**src/rtl/counter_pkg.sv**
```systemverilog
// counter_pkg: shared definitions for the counter sequencing block.
//   state_e      - controller state encoding (IDLE, RUN, DONE), 2 bits
//   DEF_WIDTH    - default count / modulus width
//   DEF_REP_W    - default repeat-count / pass-counter width
// Optional feature macro used by the block: COUNTER_SCHED_DOWN_EN.
package counter_pkg;

    localparam int DEF_WIDTH = 4;
    localparam int DEF_REP_W = 4;

    typedef enum logic [1:0] {
        ST_IDLE = 2'd0,
        ST_RUN  = 2'd1,
        ST_DONE = 2'd2
    } state_e;

endpackage

```
**src/rtl/counter_core.sv**
```systemverilog
// counter_core: WIDTH-bit count register for the sequencing controller.
// Ports:
//   clk, reset  - rising-edge clock, synchronous active-high reset
//   en          - step the count by one
//   clr         - force count to zero (highest priority)
//   load        - load load_val (priority over en)
//   load_val    - value used by load
//   dir         - (COUNTER_SCHED_DOWN_EN only) 1 = decrement, 0 = increment
//   count       - registered count value
// Arithmetic wraps modulo 2^WIDTH.
module counter_core
    import counter_pkg::*;
#(
    parameter int WIDTH = DEF_WIDTH
) (
    input  logic             clk,
    input  logic             reset,
    input  logic             en,
    input  logic             clr,
    input  logic             load,
    input  logic [WIDTH-1:0] load_val,
`ifdef COUNTER_SCHED_DOWN_EN
    input  logic             dir,
`endif
    output logic [WIDTH-1:0] count
);

    localparam logic [WIDTH-1:0] ONE = WIDTH'(1);

    logic [WIDTH-1:0] count_q;
    logic [WIDTH-1:0] count_d;

    always_comb begin
        count_d = count_q;
        if (clr) begin
            count_d = '0;
        end else if (load) begin
            count_d = load_val;
        end else if (en) begin
`ifdef COUNTER_SCHED_DOWN_EN
            count_d = dir ? (count_q - ONE) : (count_q + ONE);
`else
            count_d = count_q + ONE;
`endif
        end
    end

    always_ff @(posedge clk) begin
        if (reset) begin
            count_q <= '0;
        end else begin
            count_q <= count_d;
        end
    end

    assign count = count_q;

endmodule

```
**src/rtl/counter_sched.sv**
```systemverilog
// counter_sched: sequencing controller for a bounded, repeatable count.
// A start in IDLE samples modulus and reps; the counter then steps through
// 0..modulus once per pass for reps passes (reps=0 runs one pass).
// Ports:
//   clk, reset - rising-edge clock, synchronous active-high reset
//   start      - begin a run (only honoured in IDLE, and not with stop)
//   stop       - abort the current run, back to IDLE without done
//   pause      - level; freezes count, pass counter and wrap while in RUN
//   modulus    - terminal count, sampled on accepted start
//   reps       - number of passes, sampled on accepted start
//   dir        - (COUNTER_SCHED_DOWN_EN only) 1 = count down from modulus
//   count      - current count
//   pass_cnt   - completed passes in the current run
//   busy       - state is RUN
//   wrap       - one-cycle pulse per completed pass
//   done       - one-cycle pulse when the final pass completes
// Optional feature macro: COUNTER_SCHED_DOWN_EN adds down counting.
module counter_sched
    import counter_pkg::*;
#(
    parameter int WIDTH = DEF_WIDTH,
    parameter int REP_W = DEF_REP_W
) (
    input  logic             clk,
    input  logic             reset,
    input  logic             start,
    input  logic             stop,
    input  logic             pause,
    input  logic [WIDTH-1:0] modulus,
    input  logic [REP_W-1:0] reps,
`ifdef COUNTER_SCHED_DOWN_EN
    input  logic             dir,
`endif
    output logic [WIDTH-1:0] count,
    output logic [REP_W-1:0] pass_cnt,
    output logic             busy,
    output logic             wrap,
    output logic             done
);

    localparam logic [REP_W-1:0] REP_ONE = REP_W'(1);

    state_e           state_q, state_d;
    logic [REP_W-1:0] pass_q,  pass_d;
    logic [WIDTH-1:0] mod_q,   mod_d;
    logic [REP_W-1:0] reps_q,  reps_d;
    logic             wrap_q,  wrap_d;
`ifdef COUNTER_SCHED_DOWN_EN
    logic             dir_q,   dir_d;
`endif

    logic             core_en;
    logic             core_clr;
    logic             core_load;
    logic [WIDTH-1:0] core_load_val;
    logic [WIDTH-1:0] count_w;
    logic             at_term;
    logic             last_pass;

    // A pass ends on the terminal value: mod_q when counting up, 0 when down.
`ifdef COUNTER_SCHED_DOWN_EN
    assign at_term = dir_q ? (count_w == '0) : (count_w == mod_q);
`else
    assign at_term = (count_w == mod_q);
`endif
    assign last_pass = (pass_q == (reps_q - REP_ONE));

    always_comb begin
        state_d       = state_q;
        pass_d        = pass_q;
        mod_d         = mod_q;
        reps_d        = reps_q;
        wrap_d        = 1'b0;
`ifdef COUNTER_SCHED_DOWN_EN
        dir_d         = dir_q;
`endif
        core_en       = 1'b0;
        core_clr      = 1'b0;
        core_load     = 1'b0;
        core_load_val = mod_q;

        case (state_q)
            ST_IDLE: begin
                if (start && !stop) begin
                    state_d = ST_RUN;
                    pass_d  = '0;
                    mod_d   = modulus;
                    reps_d  = (reps == '0) ? REP_ONE : reps;
`ifdef COUNTER_SCHED_DOWN_EN
                    dir_d   = dir;
                    // Down runs begin at the live modulus, not the stale mod_q.
                    if (dir) begin
                        core_load     = 1'b1;
                        core_load_val = modulus;
                    end else begin
                        core_clr = 1'b1;
                    end
`else
                    core_clr = 1'b1;
`endif
                end
            end

            ST_RUN: begin
                if (stop) begin
                    state_d  = ST_IDLE;
                    pass_d   = '0;
                    core_clr = 1'b1;
                end else if (!pause) begin
                    if (at_term) begin
                        wrap_d = 1'b1;
`ifdef COUNTER_SCHED_DOWN_EN
                        if (dir_q) begin
                            core_load = 1'b1;
                        end else begin
                            core_clr = 1'b1;
                        end
`else
                        core_clr = 1'b1;
`endif
                        if (last_pass) begin
                            state_d = ST_DONE;
                        end else begin
                            pass_d = pass_q + REP_ONE;
                        end
                    end else begin
                        core_en = 1'b1;
                    end
                end
            end

            ST_DONE: begin
                // Single-cycle state; start here is deliberately ignored.
                state_d = ST_IDLE;
            end

            default: begin
                state_d = ST_IDLE;
            end
        endcase
    end

    always_ff @(posedge clk) begin
        if (reset) begin
            state_q <= ST_IDLE;
            pass_q  <= '0;
            mod_q   <= '0;
            reps_q  <= REP_ONE;
            wrap_q  <= 1'b0;
`ifdef COUNTER_SCHED_DOWN_EN
            dir_q   <= 1'b0;
`endif
        end else begin
            state_q <= state_d;
            pass_q  <= pass_d;
            mod_q   <= mod_d;
            reps_q  <= reps_d;
            wrap_q  <= wrap_d;
`ifdef COUNTER_SCHED_DOWN_EN
            dir_q   <= dir_d;
`endif
        end
    end

    counter_core #(
        .WIDTH (WIDTH)
    ) u_core (
        .clk      (clk),
        .reset    (reset),
        .en       (core_en),
        .clr      (core_clr),
        .load     (core_load),
        .load_val (core_load_val),
`ifdef COUNTER_SCHED_DOWN_EN
        .dir      (dir_q),
`endif
        .count    (count_w)
    );

    assign count    = count_w;
    assign pass_cnt = pass_q;
    assign busy     = (state_q == ST_RUN);
    assign done     = (state_q == ST_DONE);
    assign wrap     = wrap_q;

endmodule

```
**config.mk**
```make
export PLATFORM = sky130hd
export DESIGN_NAME = counter_sched
export DESIGN_NICKNAME = d
export VERILOG_FILES = /design/src/rtl/counter_pkg.sv /design/src/rtl/counter_core.sv /design/src/rtl/counter_sched.sv
export SDC_FILE = /design/constraint.sdc
export NUM_CORES = 1
export LEC_CHECK = 0
export CORE_UTILIZATION = 54
export CTS_BUF_LIST = sky130_fd_sc_hd__clkbuf_8
export DETAILED_ROUTE_END_ITERATION = 7
export PLACE_DENSITY = 0.84
export SETUP_SLACK_MARGIN = 0.4
export SYNTH_ARGS = -nofsm -noshare
export SYNTH_HDL_FRONTEND = slang
export SYNTH_SLANG_ARGS = --single-unit
```
**constraint.sdc**
```tcl
create_clock -name clk -period 3.15 [get_ports clk]
set_clock_uncertainty 0.2 [all_clocks]
set_input_delay 0.945 -clock clk [delete_from_list [all_inputs] [get_ports clk]]
set_output_delay 0.945 -clock clk [all_outputs]
set_load 0.01 [all_outputs]
```
==> impl_metrics.toml <==
[run_status]
run_status = "complete, no violations"

[timing]
worstMarginPinSlew_ns = 0.687
setup_slack_ns = 0.559
slew_viol_final = 0
setup_repair_after_global_routing_missed_its_margin = "false"
timing.final.crit_share = 0.823
slew_headroom = 0.536
final.setup.tns_ns = 0
setup-violations-final = 0
count_of_endpoints_failing_hold_in_the_final_timing_report = 0
worst_hold_slack_ns = 0.273
fmaxAchievable_mhz = 386
timing.final.crit_period_ns = 2.59

[setup_path]
critical_path_required_time_ns = 2.00
kind_of_end_point_of_the_critical_path = "output port"
worst_path_max_delay_cell = "sky130_fd_sc_hd__clkdlybuf4s50_1"
start_kind = "flip-flop"
critPathKind = "reg -> out"
timing.critical_path.depth = 2
reg2reg_depth = 5
cp_cell_sequence = "nor2b_2 -> clkdlybuf4s50_1"
critical_path.max_stage_delay_ns = 0.56
critical_path.n_buffers_inverters = 1
crit_arrival_ns = 1.45
critPathMaxFanout = 8
cp_top_family = "buffers and inverters"

[global_route]
grt_pass1_wl_um = 3540
first_global_vias = 839
grt_max_degree = 16
total_global_route_track_usage = 0.240
grt_antenna_before_repair = 0
overflow_left_after_global_routing = 0

[drt]
detailedRoute.firstIterationViolations = 12
via_count = 904
wl_um = 2130
drt-wirelength-per-cell_um = 13.1
drt-pass1-iter-count = 4
viasPerCell = 5.55
drc = 0
ant_nets = 0

[floorplanning]
initial_utilization = 0.580
ios = 24
dieArea_um2 = 2030
die_x_um = 45.1
die_h_um = 45.1
rows = 15
core_area_um2 = 1730

[synth]
ys.warnings.count = 0
synth.ff_latch_count = 19
synth_sequential_area_ratio = 0.380
syn_nets = 128
synth_cells = 112
syn-mean-instance-area_um2 = 8.95
synth_cell_type_count = 37
synth_area_um2 = 1000

[cells_and_area]
ff_latch_area_um2 = 382
num-fill-cells = 125
multiInputGateArea_um2 = 601
nets = 155
insertedDiodeCount = 0
final_layout_size_suffix_gt1_frac = 0.130
syn2layout_area_growth_pct = 31.3
finalInstanceArea_um2 = 1320

[flow_run]
timing.max_cap.violations = 0

[pwr]
powerDensity_nw_per_um2 = 391
design_power_total_w = 0.000514
peakVddDrop_mv = 0.313
p_leak_nw = 0.535

[place]
place.gp.congestion = 0.828
placement.io_buffers = 23
post-dp-hpwl_um = 1590
pre_cts_slack_ns = 0.427
dpl-instance-area_um2 = 1270

[clock_network]
clock_tree.htree_level_count = 1
post_cts_hold_buffer_count = 0
cts-buffers-inserted = 3
clock-root-buffer = "sky130_fd_sc_hd__clkbuf_8"
clockBufferDepth = 2
clk_transition_reported_paths_ns = 0.07
cts_tree = "yes"
number_of_gates_resized_after_cts = 1
insertion_delay_ns = 0.26
cts_post_setup_buffers_inserted = 0
clkSinkCount = 19

[worst_hold_path]
worst_hold_path_type = "reg -> reg"
min_path_cells = 2
per-stage QoR:
stage                     utilization  instances
after detailed placement        0.733        159
final                           0.762        163
after CTS                       0.762        163
after floorplan                     -        112
after global routing            0.762        163
after global placement          0.733        159
cell usage in the layout, fill, tap and decap left out, drive strengths merged:
| cell type | instances |
|---|---|
| clkdlybuf4s50 | 23 |
| dfxtp | 19 |
| nand2 | 15 |
| xor2 | 9 |
| a21oi | 7 |
| nor2 | 7 |
| a31oi | 5 |
| nor3 | 4 |
| xnor2 | 4 |
| inv | 3 |
| o21bai | 3 |
| ha | 3 |
| clkbuf | 3 |
| or3 | 3 |
| nand2b | 2 |
| nand3 | 2 |
| and2b | 2 |
| nand4 | 2 |
| buf | 2 |
| nor2b | 2 |
| and3 | 2 |
| or4 | 1 |
| nor4 | 1 |
| a211o | 1 |
| nor4b | 1 |
| o41ai | 1 |
| or2 | 1 |
| and4 | 1 |
| o21ba | 1 |
| o31ai | 1 |
| mux2i | 1 |
| o211ai | 1 |
| o21ai | 1 |
| a21o | 1 |
| a211oi | 1 |
| o311a | 1 |
| clkinv | 1 |
cells by family (layout without fill, tap and decap cells):
kind of cell | count (synthesis) | count (layout) | share of synthesized area
and+or+nand+nor | 46 | 46 | 0.261
DFF | 19 | 19 | 0.380
muxes | 1 | 1 | 0.00999
xor gates and xnor gates | 13 | 13 | 0.114
buffers and inverters | 6 | 32 | 0.0237
AOI/OAI and AO/OA | 24 | 24 | 0.175
adders and majority gates | 3 | 3 | 0.0375
worst min-delay path, cell delays in order (launching register included):
cell	delay (ns)
sky130_fd_sc_hd__dfxtp_1	0.32
sky130_fd_sc_hd__nand2_1	0.06
sky130_fd_sc_hd__a21oi_1	0.05
area by class of cell:
class / instances / share of cell area
clock inverters: 1 / 0.00380
clock buffers: 3 / 0.0314
multi-input cells: 87 / 0.456
well taps: 25 / 0.0238
repair buffers: 25 / 0.186
inverters: 3 / 0.00856
flip-flops and latches: 19 / 0.290
power by group:
| part | internal, W | total (W) | switching (W) |
|---|---|---|---|
| registers | 0.000247 | 0.000253 | 0.00000634 |
| logic | 0.0000444 | 0.0000916 | 0.0000472 |
| clock network | 0.0000880 | 0.000170 | 0.0000817 |
sequential cells by signal, indices dropped and copies added, names as in the netlist:
register       flops
u_core.count       4
core_load_val      4
wrap               1
state_q            2
reps_q             4
pass_cnt           4
final timing paths:
kind,slack (ns),startpoint,to
max,0.56,state_q[0],busy
min,0.27,core_load_val[3],core_load_val[3]
max reg2reg,1.00,u_core.count[0],pass_cnt[3]
min reg2reg,0.27,core_load_val[3],core_load_val[3]
cell usage after synthesis, drive strengths merged:
cell	n	area, um2
dfxtp	19	380
nand2	15	56.3
xor2	9	78.8
a21oi	7	35.0
nor2	7	26.3
a31oi	5	31.3
nor3	4	20.0
xnor2	4	35.0
clkbuf	3	12.5
ha	3	37.5
inv	3	11.3
o21bai	3	22.5
or3	3	21.3
and2b	2	17.5
and3	2	13.8
nand2b	2	12.5
nand3	2	10.0
nand4	2	12.5
nor2b	2	12.5
a211o	1	8.76
a211oi	1	7.51
a21o	1	7.51
and4	1	8.76
mux2i	1	10.0
nor4	1	21.3
nor4b	1	8.76
o211ai	1	7.51
o21ai	1	5.00
o21ba	1	10.0
o311a	1	10.0
o31ai	1	21.3
o41ai	1	8.76
or2	1	8.76
or4	1	11.3
layer usage:
layer	vias to the layer above	track usage	wire length, um
met5	-	0	0
met4	0	0.133	46
met3	7	0.0400	76
met2	26	0.391	1100
met1	422	0.299	912
li1	449	-	-
Note: power is estimated with default switching activity, not from simulation.
